`src/rtl/debug_bridge_pkg.sv`:
```
// rtl/debug_bridge_pkg.sv - shared states and protocol bytes for the UART debug bridge
package debug_bridge_pkg;

    typedef enum logic [2:0] {
        ST_IDLE,
        ST_ADDR,
        ST_DATA,
        ST_BUS,
        ST_GO,
        ST_SEND
    } state_t;

    localparam logic [7:0] CMD_READ  = 8'h72;
    localparam logic [7:0] CMD_WRITE = 8'h77;
    localparam logic [7:0] CMD_GO    = 8'h67;
    localparam logic [7:0] RSP_OK    = 8'h4B;
    localparam logic [7:0] RSP_ERR   = 8'h45;

endpackage

```
`src/rtl/debug_bridge_tx.sv`:
```
// rtl/debug_bridge_tx.sv - response serializer: sends 1 or 4 bytes MSB first with UART pacing
module debug_bridge_tx (
    input  logic        clk,
    input  logic        reset_n,
    input  logic        start,
    input  logic [31:0] word,
    input  logic        four,
    input  logic        tx_busy,
    output logic [7:0]  tx_data,
    output logic        tx_wr,
    output logic        done
);

    logic        active_q, active_d;
    logic        four_q, four_d;
    logic [31:0] sreg_q, sreg_d;
    logic [1:0]  cnt_q, cnt_d;
    logic [1:0]  gap_q, gap_d;
    logic [7:0]  tx_data_q, tx_data_d;
    logic        tx_wr_q, tx_wr_d;
    logic        issue;
    logic        last;

    // Issue a byte only when the UART is idle and the previous strobe is at least 2 cycles old,
    // since tx_busy only rises one cycle after the strobe.
    always_comb begin
        issue     = active_q && !tx_busy && (gap_q == 2'd0);
        last      = !four_q || (cnt_q == 2'd3);
        done      = issue && last;
        active_d  = active_q;
        four_d    = four_q;
        sreg_d    = sreg_q;
        cnt_d     = cnt_q;
        tx_data_d = tx_data_q;
        tx_wr_d   = issue;
        gap_d     = (gap_q != 2'd0) ? gap_q - 2'd1 : 2'd0;
        if (start) begin
            active_d = 1'b1;
            four_d   = four;
            sreg_d   = word;
            cnt_d    = 2'd0;
        end else if (issue) begin
            tx_data_d = sreg_q[31:24];
            sreg_d    = {sreg_q[23:0], 8'h00};
            cnt_d     = cnt_q + 2'd1;
            gap_d     = 2'd2;
            if (last) begin
                active_d = 1'b0;
                cnt_d    = 2'd0;
            end
        end
    end

    // Serializer state registers.
    always_ff @(posedge clk or negedge reset_n) begin
        if (!reset_n) begin
            active_q  <= 1'b0;
            four_q    <= 1'b0;
            sreg_q    <= '0;
            cnt_q     <= '0;
            gap_q     <= '0;
            tx_data_q <= '0;
            tx_wr_q   <= 1'b0;
        end else begin
            active_q  <= active_d;
            four_q    <= four_d;
            sreg_q    <= sreg_d;
            cnt_q     <= cnt_d;
            gap_q     <= gap_d;
            tx_data_q <= tx_data_d;
            tx_wr_q   <= tx_wr_d;
        end
    end

    assign tx_data = tx_data_q;
    assign tx_wr   = tx_wr_q;

endmodule

```
`src/rtl/uart_debug_bridge.sv`:
```
// rtl/uart_debug_bridge.sv - UART command decoder driving one Wishbone master port; DEBUG_BRIDGE_TIMEOUT_EN adds a bus timeout
module uart_debug_bridge
    import debug_bridge_pkg::*;
#(
    parameter int timeout_cycles = 1024
) (
    input  logic        clk,
    input  logic        reset_n,
    input  logic [7:0]  rx_data,
    input  logic        rx_avail,
    output logic        rx_ack,
    output logic [7:0]  tx_data,
    output logic        tx_wr,
    input  logic        tx_busy,
    output logic [31:0] wb_adr_o,
    output logic [31:0] wb_dat_o,
    input  logic [31:0] wb_dat_i,
    output logic [3:0]  wb_sel_o,
    output logic        wb_we_o,
    output logic        wb_cyc_o,
    output logic        wb_stb_o,
    input  logic        wb_ack_i,
    output logic [31:0] go_adr,
    output logic        go_stb
);

    state_t      state_q, state_d;
    logic [7:0]  cmd_q, cmd_d;
    logic [1:0]  bcnt_q, bcnt_d;
    logic [31:0] adr_q, adr_d;
    logic [31:0] dat_q, dat_d;
    logic        rx_ack_q, rx_ack_d;
    logic        cyc_q, cyc_d;
    logic        we_q, we_d;
    logic [31:0] wb_adr_q, wb_adr_d;
    logic [31:0] wb_dat_q, wb_dat_d;
    logic        go_stb_q, go_stb_d;
    logic [31:0] go_adr_q, go_adr_d;
    logic        consume;
    logic        tmo_hit;
    logic        tx_start;
    logic [31:0] tx_word;
    logic        tx_four;
    logic        tx_done;

`ifdef DEBUG_BRIDGE_TIMEOUT_EN
    localparam int TW = $clog2(timeout_cycles + 1);
    logic [TW-1:0] tmo_q, tmo_d;

    // Timeout counter is held at zero outside BUS so every bus cycle starts a fresh count.
    always_comb begin
        tmo_d = (state_q == ST_BUS) ? tmo_q + TW'(1) : '0;
    end

    // Timeout counter register.
    always_ff @(posedge clk or negedge reset_n) begin
        if (!reset_n) tmo_q <= '0;
        else          tmo_q <= tmo_d;
    end

    assign tmo_hit = (state_q == ST_BUS) && (tmo_q == TW'(timeout_cycles - 1));
`else
    assign tmo_hit = 1'b0;
    if (timeout_cycles < 1) begin : g_timeout_cycles_invalid
    end
`endif

    // Command decoder: byte intake, field shifting and bus/go/response sequencing.
    always_comb begin
        consume  = rx_avail && !rx_ack_q &&
                   (state_q == ST_IDLE || state_q == ST_ADDR || state_q == ST_DATA);
        state_d  = state_q;
        cmd_d    = cmd_q;
        bcnt_d   = bcnt_q;
        adr_d    = adr_q;
        dat_d    = dat_q;
        rx_ack_d = consume;
        cyc_d    = cyc_q;
        we_d     = we_q;
        wb_adr_d = wb_adr_q;
        wb_dat_d = wb_dat_q;
        go_stb_d = 1'b0;
        go_adr_d = go_adr_q;
        tx_start = 1'b0;
        tx_word  = {RSP_OK, 24'h000000};
        tx_four  = 1'b0;
        case (state_q)
            ST_IDLE: begin
                if (consume && (rx_data == CMD_READ || rx_data == CMD_WRITE || rx_data == CMD_GO)) begin
                    cmd_d   = rx_data;
                    bcnt_d  = 2'd0;
                    state_d = ST_ADDR;
                end
            end
            ST_ADDR: begin
                if (consume) begin
                    adr_d  = {adr_q[23:0], rx_data};
                    bcnt_d = bcnt_q + 2'd1;
                    if (bcnt_q == 2'd3) begin
                        if (cmd_q == CMD_WRITE) begin
                            state_d = ST_DATA;
                        end else if (cmd_q == CMD_GO) begin
                            state_d  = ST_GO;
                            go_stb_d = 1'b1;
                            go_adr_d = adr_d;
                        end else begin
                            state_d  = ST_BUS;
                            cyc_d    = 1'b1;
                            we_d     = 1'b0;
                            wb_adr_d = adr_d;
                        end
                    end
                end
            end
            ST_DATA: begin
                if (consume) begin
                    dat_d  = {dat_q[23:0], rx_data};
                    bcnt_d = bcnt_q + 2'd1;
                    if (bcnt_q == 2'd3) begin
                        state_d  = ST_BUS;
                        cyc_d    = 1'b1;
                        we_d     = 1'b1;
                        wb_adr_d = adr_q;
                        wb_dat_d = dat_d;
                    end
                end
            end
            ST_BUS: begin
                if (wb_ack_i) begin
                    cyc_d    = 1'b0;
                    we_d     = 1'b0;
                    state_d  = ST_SEND;
                    tx_start = 1'b1;
                    if (!we_q) begin
                        dat_d   = wb_dat_i;
                        tx_word = wb_dat_i;
                        tx_four = 1'b1;
                    end
                end else if (tmo_hit) begin
                    cyc_d    = 1'b0;
                    we_d     = 1'b0;
                    state_d  = ST_SEND;
                    tx_start = 1'b1;
                    tx_word  = {RSP_ERR, 24'h000000};
                end
            end
            ST_GO: begin
                state_d  = ST_SEND;
                tx_start = 1'b1;
            end
            ST_SEND: begin
                if (tx_done) state_d = ST_IDLE;
            end
            default: state_d = ST_IDLE;
        endcase
    end

    // Bridge state and registered outputs; reset drops the bus cycle immediately.
    always_ff @(posedge clk or negedge reset_n) begin
        if (!reset_n) begin
            state_q  <= ST_IDLE;
            cmd_q    <= '0;
            bcnt_q   <= '0;
            adr_q    <= '0;
            dat_q    <= '0;
            rx_ack_q <= 1'b0;
            cyc_q    <= 1'b0;
            we_q     <= 1'b0;
            wb_adr_q <= '0;
            wb_dat_q <= '0;
            go_stb_q <= 1'b0;
            go_adr_q <= '0;
        end else begin
            state_q  <= state_d;
            cmd_q    <= cmd_d;
            bcnt_q   <= bcnt_d;
            adr_q    <= adr_d;
            dat_q    <= dat_d;
            rx_ack_q <= rx_ack_d;
            cyc_q    <= cyc_d;
            we_q     <= we_d;
            wb_adr_q <= wb_adr_d;
            wb_dat_q <= wb_dat_d;
            go_stb_q <= go_stb_d;
            go_adr_q <= go_adr_d;
        end
    end

    debug_bridge_tx u_tx (
        .clk     (clk),
        .reset_n (reset_n),
        .start   (tx_start),
        .word    (tx_word),
        .four    (tx_four),
        .tx_busy (tx_busy),
        .tx_data (tx_data),
        .tx_wr   (tx_wr),
        .done    (tx_done)
    );

    assign rx_ack   = rx_ack_q;
    assign wb_cyc_o = cyc_q;
    assign wb_stb_o = cyc_q;
    assign wb_sel_o = {4{cyc_q}};
    assign wb_we_o  = we_q;
    assign wb_adr_o = wb_adr_q;
    assign wb_dat_o = wb_dat_q;
    assign go_stb   = go_stb_q;
    assign go_adr   = go_adr_q;

endmodule

```
`config.mk`:
```
export PLATFORM = sky130hd
export DESIGN_NAME = uart_debug_bridge
export DESIGN_NICKNAME = d
export VERILOG_FILES = /design/src/rtl/debug_bridge_pkg.sv /design/src/rtl/debug_bridge_tx.sv /design/src/rtl/uart_debug_bridge.sv
export SDC_FILE = /design/constraint.sdc
export NUM_CORES = 1
export LEC_CHECK = 0
export CORE_ASPECT_RATIO = 0.6
export CORE_MARGIN = 2
export CORE_UTILIZATION = 55
export CTS_CLUSTER_SIZE = 10
export DETAILED_ROUTE_END_ITERATION = 8
export PLACE_DENSITY = 0.91
export SETUP_SLACK_MARGIN = 0.5
export SLEW_MARGIN = 20
export SYNTH_ARGS = -nofsm -noshare
export SYNTH_HDL_FRONTEND = slang
export SYNTH_HIERARCHICAL = 1
export SYNTH_SLANG_ARGS = --single-unit
```
`constraint.sdc`:
```
create_clock -name clk -period 4.3 [get_ports clk]
set_clock_uncertainty 0.05 [all_clocks]
set_input_delay 0.43 -clock clk [delete_from_list [all_inputs] [get_ports clk]]
set_output_delay 0.43 -clock clk [all_outputs]
set_load 0.01 [all_outputs]
```
==> out/metrics.cfg, run 1 <==
[drt]
vias=6143
wl_microns=22030
wl_per_cell_microns=19.92
first_pass_iters=5
drc=0
routed_via_density=5.554
ant_nets=0
first_iter_violations=481

[cts]
clk_latency_ns=0.50
cts_resized=0
cts_tree=built
postCtsHoldBufs=0
clockRootBuffer=clkbuf_16
clock_path_buffers=3
post-cts-setup-buffers=0
cts.sinks=216
h-tree-depth=1
clk_pin_slew_ns=0.05
cts_made_buffers=25

[final_layout]
fin_area_sq_um=11930
fin_nets=920
drive_above_1_share_pct=25.69
area_growth_pct=25.06
n_antenna_cell=0

[global_routing]
overflow=0
grt_pass1_vias=6230
grt_antenna_before_repair=0
grtUsageTotal_pct=24.11
grt_pass1_wl_microns=34940
grt_max_degree=105

[critical_path]
arrival_ns=3.07
critPathCaptureType=flip-flop
ff2ff_setup_slack_ns=1.56
rr_startpoint=state_q[2]$_DFFE_PN0P_
cp_max_fo=16
crit_chain=nor3b_2 -> a21boi_0 -> and3_2 -> buf_4 -> mux2_4
path_class=flip-flop to flip-flop
critPathSlowestCell=dfrtp_1
critPathLaunchType=flip-flop
worstRegToRegCells=5
required_ns=4.64
r2r_end=wb_adr_o[4]$_DFFE_PN0P_
slowest_delay_ns=0.54

[yosys]
synthTopCellsByCount=dfrtp_1, mux2_2, nand2_1
netlist_area_sq_um=9537
seq_area_frac_synth_pct=56.68
synth_cells=725
synth_warnings=6
synth.area.top_cells=dfrtp_1, mux2_2, mux2i_1
ys_ff_latch=216
syn_nets=772
yosysMostFrequentCell=dfrtp_1
synth_edf_count=0
yosysTopAreaCell=dfrtp_1
synth_top_area_share_pct=56.68
async_flop_share_pct=100.0
syn_area_per_cell_sq_um=13.15
synth.distinct_cells=49
synth_flop_cell=dfrtp_1

[sta]
final-hold-violation-count=31
min_period_over_period_pct=63.66
worstMarginPinSlew_ns=0.9972
period_minus_slack_ns=2.737
max_freq_mhz=365.3
rsz0062_at_grt=false
finalMaxSlewViolations=0
hold_ws_ns=-0.02057
timing.setup.tns_ns=0
relSlewSlack_pct=33.52
setup_viol=0
setup_slack_ns=1.563

[pwr]
power_density_nw_per_um2=638.0
swShare_pct=31.43
p_comb_share_pct=33.6
clock_power_share_pct=23.8
p_seq_share_pct=42.6
leakage_nw=5.614
p_sw_w=0.002391
max-vdd-ir-drop_mv=0.3656
internal_power_w=0.005218

[outcome]
violations=hold timing
status=finished with violations

[placement]
dp_hpwl_microns=14700
place_area_sq_um=11250
portBuffers=158
place_congestion=0.7770
dp_slack_ns=1.244

[die]
coreArea_sq_um=17040
rows=37
die_x_microns=174.0
initial_core_util_pct=55.98
pin_count=159
die-area_sq_um=18440
die_h_microns=106

[hold_path]
hp-class=input pin to asynchronous set/reset pin

[run]
cap_violations=0

## power groups by stage
stage / clock network, W / registers [W] / logic (W)
CTS: 0.00184 / 0.00323 / 0.00257
detailed placement: 0 / 0.00325 / 0.00254
floorplan: 0 / 0.00317 / 0.00158
global placement: 0 / 0.00322 / 0.00244
global route: 0.00194 / 0.00332 / 0.00275
finish: 0.00181 / 0.00324 / 0.00256
## how the worst max path moves through the flow
| stage | from | endpoint | depth (start not counted) |
|---|---|---|---|
| after CTS | state_q[2]$_DFFE_PN0P_ | wb_adr_o[11]$_DFFE_PN0P_ | 5 |
| final | state_q[2]$_DFFE_PN0P_ | wb_adr_o[4]$_DFFE_PN0P_ | 5 |
| after global routing | state_q[2]$_DFFE_PN0P_ | wb_adr_o[4]$_DFFE_PN0P_ | 5 |
| after global placement | rx_avail | wb_adr_o[27]$_DFFE_PN0P_ | 6 |
| after floorplan | state_q[1]$_DFFE_PN0P_ | go_adr[2]$_DFFE_PN0P_ | 5 |
| after detailed placement | rx_avail | wb_adr_o[25]$_DFFE_PN0P_ | 6 |
## final cells by class
| class | instances | area (sq um) |
|---|---|---|
| clock inverter | 1 | 30.03 |
| timing repair buffer | 171 | 1708 |
| clock buffer | 25 | 625.6 |
| multi-input combinational | 453 | 3841 |
| tap | 234 | 292.8 |
| sequential | 216 | 5405 |
| inverter | 6 | 23.77 |
| fill | 1176 | 5110 |
## cells by family (layout without fill, tap and decap cells)
kind of cell / Yosys count / count (layout) / share of synthesized area (%)
AO/OA/AOI/OAI: 81 / 81 / 4.789
buffers and inverters: 56 / 203 / 3.228
flip-flops: 216 / 216 / 56.68
adder cells (fa/ha/maj): 2 / 2 / 0.2624
AND/OR/NAND/NOR: 149 / 149 / 8.449
multiplexers: 221 / 221 / 26.59
## worst max-delay path: cells and delay by family (launching register included)
family	cells	cell delay (ns)
buf+inv	1	0.40
mux	1	0.34
flops	1	0.54
simple gates	2	0.85
compound gates	1	0.43
## sequential cells by signal, indices dropped and copies added (netlist names)
| signal | cells |
|---|---|
| go_adr | 32 |
| u_tx/tx_wr | 1 |
| wb_dat_o | 32 |
| u_tx/cnt_q | 2 |
| go_stb | 1 |
| bcnt_q | 2 |
| state_q | 3 |
| u_tx/sreg_q | 32 |
| adr_q | 32 |
| dat_q | 24 |
| wb_cyc_o | 1 |
| u_tx/gap_q | 2 |
| cmd_q | 8 |
| u_tx/active_q | 1 |
| u_tx/tx_data | 8 |
| wb_adr_o | 32 |
| u_tx/four_q | 1 |
| wb_we_o | 1 |
| rx_ack | 1 |
## cell usage in the layout, fill, tap and decap left out, types with 2 or more instances in the layout
cell	instances
a21boi_0	2
mux2i_1	49
inv_1	5
a21oi_1	4
mux2_4	29
mux2_2	143
nor3_1	2
ha_1	2
clkbuf_16	25
buf_4	11
a21o_1	2
nor2_1	2
nand2b_1	11
nand2_1	72
nor2b_1	3
nand3b_1	5
o41ai_1	2
or3_1	2
clkdlybuf4s50_1	157
o21ai_1	19
nor3b_1	2
nand3_1	3
o211a_1	2
and2_1	32
dfrtp_1	216
o21ai_0	42
buf_12	2
## metrics by stage
stage	std cells	hold WS, ns	total power, W	utilization, %
floorplan	725	0.08441	0.004742	-
global placement	1079	0.3966	0.005656	66.04
detailed placement	1079	0.4036	0.005788	66.04
CTS	1105	0.01175	0.007644	69.89
global route	1106	0.04425	0.008010	70.01
finish	1106	-0.02057	0.007609	70.01
## layer usage
| layer | share of wire [%] | up-vias | GRT usage, % |
|---|---|---|---|
| met5 | 0 | - | 0 |
| met4 | 2.6 | 0 | 6.723 |
| met3 | 5.8 | 41 | 4.864 |
| met2 | 45 | 180 | 37.05 |
| met1 | 46 | 3119 | 35.23 |
| li1 | - | 2803 | - |
Note: power is estimated with default switching activity, not from simulation.
==> inputs of run 2 (changes only) <==
--- a/config.mk
+++ b/config.mk
@@ -7,10 +7,10 @@
 export LEC_CHECK = 0
 export CORE_ASPECT_RATIO = 0.6
 export CORE_MARGIN = 2
-export CORE_UTILIZATION = 55
+export CORE_UTILIZATION = 53
 export CTS_CLUSTER_SIZE = 10
 export DETAILED_ROUTE_END_ITERATION = 8
-export PLACE_DENSITY = 0.91
+export PLACE_DENSITY = 0.89
 export SETUP_SLACK_MARGIN = 0.5
 export SLEW_MARGIN = 20
 export SYNTH_ARGS = -nofsm -noshare
==> constraint.sdc (replaced) <==
create_clock -name clk -period 2.7 [get_ports clk]
set_clock_uncertainty 0.05 [all_clocks]
set_input_delay 0.27 -clock clk [delete_from_list [all_inputs] [get_ports clk]]
set_output_delay 0.27 -clock clk [all_outputs]
set_load 0.01 [all_outputs]
==> out/metrics.cfg, run 2 (synthesis results as in run 1) <==
[global_routing]
grt_pass1_vias=6668  ; was 6230
grt_pass1_wl_microns=37120  ; was 34940 microns
grt_max_degree=65  ; was 105
overflow=0  ; unchanged
grtUsageTotal_pct=25.04  ; was 24.11%
grt_antenna_before_repair=0  ; unchanged

[cts]
clk_latency_ns=0.51  ; was 0.50 ns
clockRootBuffer=clkbuf_16  ; unchanged
clk_pin_slew_ns=0.06  ; was 0.05 ns
cts_tree=built  ; unchanged
h-tree-depth=1  ; unchanged
cts_made_buffers=25  ; unchanged
clock_path_buffers=3  ; unchanged
cts.sinks=216  ; unchanged

[critical_path]
arrival_ns=2.59  ; was 3.07 ns
required_ns=3.05  ; was 4.64 ns
cp_max_fo=8  ; was 16
path_class=flip-flop to flip-flop  ; unchanged
critPathCaptureType=flip-flop  ; unchanged
critPathLaunchType=flip-flop  ; unchanged

[pwr]
power_density_nw_per_um2=1009  ; was 638.0 nW/um^2
max-vdd-ir-drop_mv=0.5418  ; was 0.3656 mV
leakage_nw=5.771  ; was 5.614 nW

[placement]
dp.cells=1092  ; was 1079
dp_slack_ns=0.1984  ; was 1.244 ns
portBuffers=158  ; unchanged
place_congestion=0.8028  ; was 0.7770
dp_hpwl_microns=15510  ; was 14700 microns

[sta]
finalMaxSlewViolations=0  ; unchanged
worstMarginPinSlew_ns=0.6951  ; was 0.9972 ns
period_minus_slack_ns=2.244  ; was 2.737 ns
final-hold-violation-count=0  ; was 31
rsz0062_at_grt=true  ; was false
relSlewSlack_pct=53.03  ; was 33.52%
timing.setup.tns_ns=0  ; unchanged
max_freq_mhz=445.6  ; was 365.3 MHz
setup_slack_ns=0.4560  ; was 1.563 ns
min_period_over_period_pct=83.11  ; was 63.66%
setup_viol=0  ; unchanged

[die]
pin_count=159  ; unchanged
die_h_microns=107.9  ; was 106 microns
die_x_microns=177.2  ; was 174.0 microns
coreArea_sq_um=17360  ; was 17040 sq um
rows=37  ; unchanged
die-area_sq_um=19120  ; was 18440 sq um
initial_core_util_pct=54.93  ; was 55.98%

[hold_path]
hp-class=input pin to asynchronous set/reset pin  ; unchanged

[final_layout]
finalNonFillerCells=1133  ; was 1106
final_cell_mix=dfrtp_1, clkdlybuf4s50_1, mux2_2, nand2_1, mux2i_1  ; unchanged
n_antenna_cell=0  ; unchanged
drive_above_1_share_pct=28.25  ; was 25.69%
area_growth_pct=28.54  ; was 25.06%
final_common_cell=dfrtp_1  ; unchanged
fillers=1164  ; was 1176
fin_nets=946  ; was 920

[drt]
vias=6425  ; was 6143
first_iter_violations=452  ; was 481
wl_microns=24470  ; was 22030 microns
routed_via_density=5.671  ; was 5.554
ant_nets=0  ; unchanged
wl_per_cell_microns=21.60  ; was 19.92 microns
first_pass_iters=4  ; was 5
drc=0  ; unchanged

[run]
cap_violations=0  ; unchanged

[outcome]
status=completed  ; was finished with violations

==> run 2: cell type report <==
class	instances	area (sq um)	area share (%)
clock buffers	25	625.6	5.104
clock inverters	2	38.79	0.3164
inverters	6	23.77	0.1939
multi-input cells	454	3865	31.53
flip-flops and latches	216	5409	44.13
well taps	234	292.8	2.388
repair buffers	196	2003	16.34
==> run 2: report_power, final <==
group / switching, W / leakage [nW] / internal, W
combinational: 0.00187 / 2.61 / 0.00240
sequential: 0.000898 / 2.84 / 0.00429
clock: 0.00119 / 0.327 / 0.00172
total: 0.00396 / 5.77 / 0.00841
==> run 2: worst paths after layout <==
check	start	endpoint	slack, ns	cells after the start
worst max-delay path	state_q[1]$_DFFE_PN0P_	go_adr[17]$_DFFE_PN0P_	0.46	6
worst min-delay path	reset_n	go_stb$_DFF_PN0_	0.28	2
min in group clk	wb_dat_i[26]	u_tx/sreg_q[26]$_DFFE_PN0P_	0.38	4
worst max register to register	state_q[1]$_DFFE_PN0P_	go_adr[17]$_DFFE_PN0P_	0.46	6
worst min register to register	u_tx/gap_q[0]$_DFF_PN0_	u_tx/gap_q[0]$_DFF_PN0_	0.41	1
max in group asynchronous	reset_n	go_adr[13]$_DFFE_PN0P_	1.56	3
==> run 2: layer usage <==
| layer | vias to the layer above | wire, microns | GRT usage, % |
|---|---|---|---|
| met5 | - | 0 | 0 |
| met3 | 47 | 1707 | 4.873 |
| met1 | 3284 | 11250 | 37.44 |
| met4 | 0 | 549 | 6.848 |
| met2 | 223 | 10960 | 37.55 |
| li1 | 2871 | - | - |
==> run 2: stage by stage <==
stage / area [sq um] / hold slack (ns) / power, W / utilization [%]
5_1_grt: 12260 / 0.3340 / 0.01302 / 70.61
3_3_place_gp: 11410 / 0.2501 / 0.009089 / 65.73
4_1_cts: 12120 / 0.2940 / 0.01231 / 69.81
3_5_place_dp: 11410 / 0.2463 / 0.009292 / 65.73
2_1_floorplan: 9537 / -0.07559 / 0.007551 / -
6_report: 12260 / 0.2776 / 0.01237 / 70.61
==> run 2: critical path, cell delays in order (launching register included) <==
cell	delay [ns]
dfrtp_2	0.43
nand2b_4	0.18
or4_4	0.55
nor3_4	0.21
buf_4	0.19
buf_8	0.16
mux2_2	0.35
==> run 2: what timing repair did <==
item / 4_1_cts / 5_1_grt
resized for setup: 2 / 7
hold buffers: 1 / 0
endpoints found under the setup margin: 58 / 119
pin swaps: 1 / 3
endpoints found under the hold margin: 60 / 0
setup buffers: 2 / 7
cloned: 0 / 4
==> inputs of run 3 (changes only) <==
--- a/config.mk
+++ b/config.mk
@@ -7,10 +7,10 @@
 export LEC_CHECK = 0
 export CORE_ASPECT_RATIO = 0.6
 export CORE_MARGIN = 2
-export CORE_UTILIZATION = 53
+export CORE_UTILIZATION = 48
 export CTS_CLUSTER_SIZE = 10
 export DETAILED_ROUTE_END_ITERATION = 8
-export PLACE_DENSITY = 0.89
+export PLACE_DENSITY = 0.85
 export SETUP_SLACK_MARGIN = 0.5
 export SLEW_MARGIN = 20
 export SYNTH_ARGS = -nofsm -noshare
==> constraint.sdc (replaced) <==
create_clock -name clk -period 1.8 [get_ports clk]
set_clock_uncertainty 0.05 [all_clocks]
set_input_delay 0.18 -clock clk [delete_from_list [all_inputs] [get_ports clk]]
set_output_delay 0.18 -clock clk [all_outputs]
set_load 0.01 [all_outputs]
==> out/metrics.cfg, run 3 (synthesis results as in run 1) <==
[final_layout]
seq_area_sq_um=5411  ; was 5409 sq um
fin_area_sq_um=14750  ; was 12260 sq um
drive_above_1_share_pct=63.19  ; was 28.25%
final_cell_mix=dfrtp_1, mux2_2, clkbuf_2, buf_4, mux2_4  ; was dfrtp_1, clkdlybuf4s50_1, mux2_2, nand2_1, mux2i_1
utilization_pct=76.74  ; was 70.61%
multiInputGateArea_sq_um=4720  ; was 3865 sq um
final_common_cell=dfrtp_1  ; unchanged
fin_nets=1081  ; was 946
area_growth_pct=54.71  ; was 28.54%
n_antenna_cell=0  ; unchanged
fillers=1057  ; was 1164

[critical_path]
critPathLaunchType=flip-flop  ; unchanged
arrival_ns=2.57  ; was 2.59 ns
critPathCaptureType=flip-flop  ; unchanged
path_class=flip-flop to flip-flop  ; unchanged
ff2ff_setup_slack_ns=-0.43  ; was 0.46 ns
required_ns=2.14  ; was 3.05 ns
cp_max_fo=17  ; was 8
worstRegToRegCells=6  ; unchanged
rr_startpoint=cmd_q[7]$_DFFE_PN0P_  ; was state_q[1]$_DFFE_PN0P_
r2r_end=go_adr[22]$_DFFE_PN0P_  ; was go_adr[17]$_DFFE_PN0P_

[placement]
dp_hpwl_microns=15950  ; was 15510 microns
portBuffers=158  ; unchanged
place_congestion=0.8211  ; was 0.8028
place_area_sq_um=11870  ; was 11410 sq um

[run]
cap_violations=0  ; unchanged

[pwr]
max-vdd-ir-drop_mv=0.9071  ; was 0.5418 mV
leakage_nw=7.374  ; was 5.771 nW
power_density_nw_per_um2=1561  ; was 1009 nW/um^2

[die]
pin_count=159  ; unchanged
rows=39  ; was 37
die-area_sq_um=21050  ; was 19120 sq um
die_h_microns=113.2  ; was 107.9 microns
initial_core_util_pct=49.60  ; was 54.93%
coreArea_sq_um=19230  ; was 17360 sq um
die_x_microns=186.0  ; was 177.2 microns

[drt]
first_pass_iters=7  ; was 4
drc=0  ; unchanged
wl_microns=33940  ; was 24470 microns
wl_per_cell_microns=26.09  ; was 21.60 microns
first_iter_violations=743  ; was 452
ant_nets=0  ; unchanged
routed_via_density=5.932  ; was 5.671
vias=7718  ; was 6425

[global_routing]
grt_antenna_before_repair=0  ; unchanged
overflow=0  ; unchanged
grt_pass1_wl_microns=45680  ; was 37120 microns
grt_pass1_vias=7689  ; was 6668
use_met3_pct=6.888  ; was 4.873%
gr-usage-met2_pct=41.41  ; was 37.55%
grt-busiest-layer=met1  ; was met2
grt_max_degree=48  ; was 65
grtUsageMet1_pct=43.30  ; was 37.44%
grtUsageTotal_pct=28.71  ; was 25.04%

[cts]
h-tree-depth=1  ; unchanged
cts_made_buffers=25  ; unchanged
cts_tree=built  ; unchanged
clk_pin_slew_ns=0.06  ; about the same
clock_path_buffers=3  ; unchanged
clk_latency_ns=0.53  ; was 0.51 ns
clockRootBuffer=clkbuf_16  ; unchanged
cts.sinks=216  ; unchanged

[outcome]
status=finished with violations  ; was completed
violations=setup timing

[sta]
finalMaxSlewViolations=0  ; unchanged
final-hold-violation-count=0  ; unchanged
relSlewSlack_pct=62.78  ; was 53.03%
setup_slack_ns=-0.4257  ; was 0.4560 ns
setup_viol=206  ; was 0
period_minus_slack_ns=2.226  ; was 2.244 ns
worstMarginPinSlew_ns=0.5525  ; was 0.6951 ns
rsz0062_at_grt=true  ; unchanged
max_freq_mhz=449.3  ; was 445.6 MHz
min_period_over_period_pct=123.6  ; was 83.11%

[hold_path]
hp-class=input pin to asynchronous set/reset pin  ; unchanged

run 3: critical path: stages, from the launching register on:
cell	delay (ns)
dfrtp_1	0.38
nand4b_1	0.23
or4_4	0.54
nor3_4	0.20
buf_4	0.16
buf_12	0.16
mux2_2	0.37
run 3: per-layer routing:
layer	up-vias	part of all wire [%]	wire length, microns
met5	-	0	0
li1	3173	-	-
met2	451	44	15020
met3	95	9.0	3059
met4	0	3.2	1102
met1	3999	43	14760
run 3: worst max-delay path by stage:
stage	start	endpoint	slack (ns)
2_1_floorplan	state_q[1]$_DFFE_PN0P_	go_adr[2]$_DFFE_PN0P_	-0.20
3_3_place_gp	rx_avail	wb_adr_o[15]$_DFFE_PN0P_	-0.40
3_5_place_dp	tx_busy	u_tx/sreg_q[21]$_DFFE_PN0P_	-0.42
4_1_cts	cmd_q[7]$_DFFE_PN0P_	go_adr[16]$_DFFE_PN0P_	-0.35
5_1_grt	cmd_q[7]$_DFFE_PN0P_	go_adr[22]$_DFFE_PN0P_	-0.48
6_report	cmd_q[7]$_DFFE_PN0P_	go_adr[22]$_DFFE_PN0P_	-0.43
run 3: layout make-up:
type	instances	area share [%]
Inverter	6	0.2374
Multi-Input combinational cell	455	31.99
Sequential cell	216	36.68
Clock buffer	26	4.266
Tap cell	266	2.256
Timing Repair Buffer	330	24.48
Clock inverter	2	0.09328
run 3: repair_timing:
action                                  CTS  global route
resized for setup                       259           360
hold endpoints to repair                216             0
pin swaps                                67            34
cloned                                   28             6
endpoints found under the setup margin  328           328
hold buffers                              1             0
buffers inserted                         36            44
run 3: stage by stage:
stage	cells	TNS, ns	worst slack [ns]	hold slack, ns	power, W
2_1_floorplan	725	-11.98	-0.1959	-0.1656	0.01155
3_3_place_gp	1158	-54.77	-0.3952	0.04522	0.01410
3_5_place_dp	1158	-59.18	-0.4152	0.04948	0.01439
4_1_cts	1251	-27.92	-0.3521	0.1165	0.02159
5_1_grt	1301	-58.84	-0.4843	0.1467	0.02388
6_report	1301	-51.72	-0.4257	0.1082	0.02303
run 3: power breakdown:
group	leakage (nW)	switching (W)	internal, W
Combinational	4.22	0.00471	0.00602
Sequential	2.84	0.00149	0.00643
Clock	0.318	0.00193	0.00245
Total	7.37	0.00813	0.0149
==> RTL change (settings of run 2) <==
The option `DEBUG_BRIDGE_TIMEOUT_EN` is turned on by a define.
--- a/src/rtl/uart_debug_bridge.sv
+++ b/src/rtl/uart_debug_bridge.sv
@@ -1,4 +1,6 @@
 // rtl/uart_debug_bridge.sv - UART command decoder driving one Wishbone master port; DEBUG_BRIDGE_TIMEOUT_EN adds a bus timeout
+`define DEBUG_BRIDGE_TIMEOUT_EN
+
 module uart_debug_bridge
     import debug_bridge_pkg::*;
 #(
Behaviour: no difference found for any inputs over 10 cycles, from zero or initial values and one cycle with reset_n low; that may be too few to reach the edited logic, so the function may still have changed.
==> RTL change against run 2 <==
Final cell count up 5.1%. Wire length shrank 1.8%. Maximum frequency increased by 5.9%. Global-route usage down 0.20 points. Area after synthesis up 4.7%. Setup slack better by 120 ps. Synthesized cell count increased by 8.1%. Power decreased by 5.3%. Sequential cell count up 11. Non-clock buffer count fell by 6. Design area is 2.9% higher. Via count is 4.3% higher. Largest power group unchanged.
==> RTL change: results (changes against run 2) <==
Final GP Congestion=0.8191 (was 0.8028); initial antenna violation count=0 (unchanged); crit path DAT=2450 ps (was 2590 ps); worst skew pair latency=roughly 520 ps; Hold WC Path Type=in -> async (unchanged); Hold Slack=299.2 ps (was 277.6 ps); Synthesis Warnings=6 (unchanged); Longest Clk Path Bufs=3 (unchanged); status=finished, final reports clean (unchanged); VDD IR max=0.0005715 V (was 0.0005418 V); pin count of the biggest net entering global routing=83 (was 65); cts bufs inserted=26 (was 25); library cells used by synthesis=52 (was 49); cells on worst reg2reg path=5 (was 6); First-pass DRT Iterations=5 (was 4); Vias/cell=5.626 (was 5.671); first-pass GRT wire length=38.59 mm (was 37.12 mm); Finished Layout Cells=1191 (was 1133); Slew Limit Headroom=0.5792 (was 0.5303); crit start category=flip-flop (unchanged); top post-synthesis cells by count=dfrtp_1, mux2_2, nand2_1, o21ai_0, mux2i_1 (was dfrtp_1, mux2_2, nand2_1, mux2i_1, o21ai_0); gr usage total=0.2484 (was 0.2504); root buf cell=clkbuf_16 (unchanged); Post-DP HPWL=16.25 mm (was 15.51 mm); Leakage=0.005948 uW (was 0.005771 uW); Clock transition at path regs=50 ps; Syn Nets=832 (was 772); share of layout cells above drive strength 1=0.2555 (was 0.2825); RR Endpoint=go_adr[20]$_DFFE_PN0P_ (was go_adr[17]$_DFFE_PN0P_); WL final=24.04 mm (was 24.47 mm); H-tree depth reported by CTS=1 (unchanged); Avg Synthesized Cell Area=12.74 um^2 (was 13.15 um^2); Port Buf Inserts=158 (unchanged); Iter 0 DRT Violations=483 (was 452); flop2flop setup slack=580 ps (was 460 ps); worst-path fanout max=33 (was 8); sequential share of the synthesized area=0.5689 (was 0.5668); top cells by area, synth=dfrtp_1, mux2_2, mux2i_1, nand2_1, o21ai_0 (was dfrtp_1, mux2_2, mux2i_1, mux2_4, nand2_1); nets=999 (was 946); r2r startpoint=cmd_q[3]$_DFFE_PN0P_ (was state_q[1]$_DFFE_PN0P_); Diodes inserted=0 (unchanged); vias in the first global route=6936 (was 6668); FILL cells=1265 (was 1164); ys async rst share=1.000 (unchanged)
## RTL change: worst max-delay path by stage
stage,startpoint,to,slack (ps),cells past startpoint
3_5_place_dp,tx_busy,state_q[0]$_DFFE_PN0P_,260,7
6_report,cmd_q[3]$_DFFE_PN0P_,go_adr[20]$_DFFE_PN0P_,580,5
5_1_grt,u_tx/gap_q[1]$_DFF_PN0_,state_q[0]$_DFFE_PN0P_,510,6
2_1_floorplan,tmo_q[0]$_DFF_PN0_,u_tx/sreg_q[15]$_DFFE_PN0P_,520,10
3_3_place_gp,tx_busy,state_q[0]$_DFFE_PN0P_,290,7
4_1_cts,state_q[0]$_DFFE_PN0P_,wb_adr_o[28]$_DFFE_PN0P_,510,5
## RTL change: through the flow
step / power, uW / setup slack (ps) / instance area, um^2
3_3_place_gp: 8521 / 293.8 / 11880
5_1_grt: 12340 / 508.7 / 12610
2_1_floorplan: 7149 / 520.1 / 10000
3_5_place_dp: 8709 / 260.0 / 11880
4_1_cts: 11770 / 505.2 / 12600
6_report: 11710 / 580.2 / 12610
## RTL change: cell families after synthesis
| family | count (synthesis) | synth area share |
|---|---|---|
| DFF | 227 | 0.5689 |
| muxes | 222 | 0.2441 |
| and+or+nand+nor | 175 | 0.09323 |
| AOI/OAI and AO/OA | 92 | 0.05138 |
| buffers and inverters | 58 | 0.03246 |
| xor gates and xnor gates | 7 | 0.006140 |
| adders and majority gates | 3 | 0.003760 |
## RTL change: where the power goes
group          total, uW  switching [uW]  internal (uW)
clock               2950            1250           1690
combinational       3640            1620           2010
sequential          5130             823           4310
## RTL change: worst max-delay path: stages, from the launching register on
cell and delay (ps):
dfrtp_1 360, nand3b_1 270, or3_1 440, nand3b_4 170, buf_4 270, mux2_1 390
## RTL change: metal layers
layer / up-vias / GRT usage / wire length (um)
met5: - / 0 / 0
met2: 215 / 0.3692 / 10460
met4: 0 / 0.04878 / 308
met3: 29 / 0.06932 / 1905
li1: 3060 / - / -
met1: 3397 / 0.3685 / 11370
## RTL change: repair_timing
action,4_1_cts,5_1_grt
resized for setup,1,3
hold buffers,1,0
endpoints found under the setup margin,71,67
buffers inserted,5,0
pin swaps,2,0
endpoints found under the hold margin,78,0
## RTL change: cell type report
type,count,area [um^2],area share
timing repair buffer,190,1904,0.1510
sequential,227,5682,0.4505
inverter,7,27.53,0.002183
clock inverter,2,21.27,0.001687
tap,240,300.3,0.02381
multi-input combinational,499,4025,0.3192
clock buffer,26,650.6,0.05159
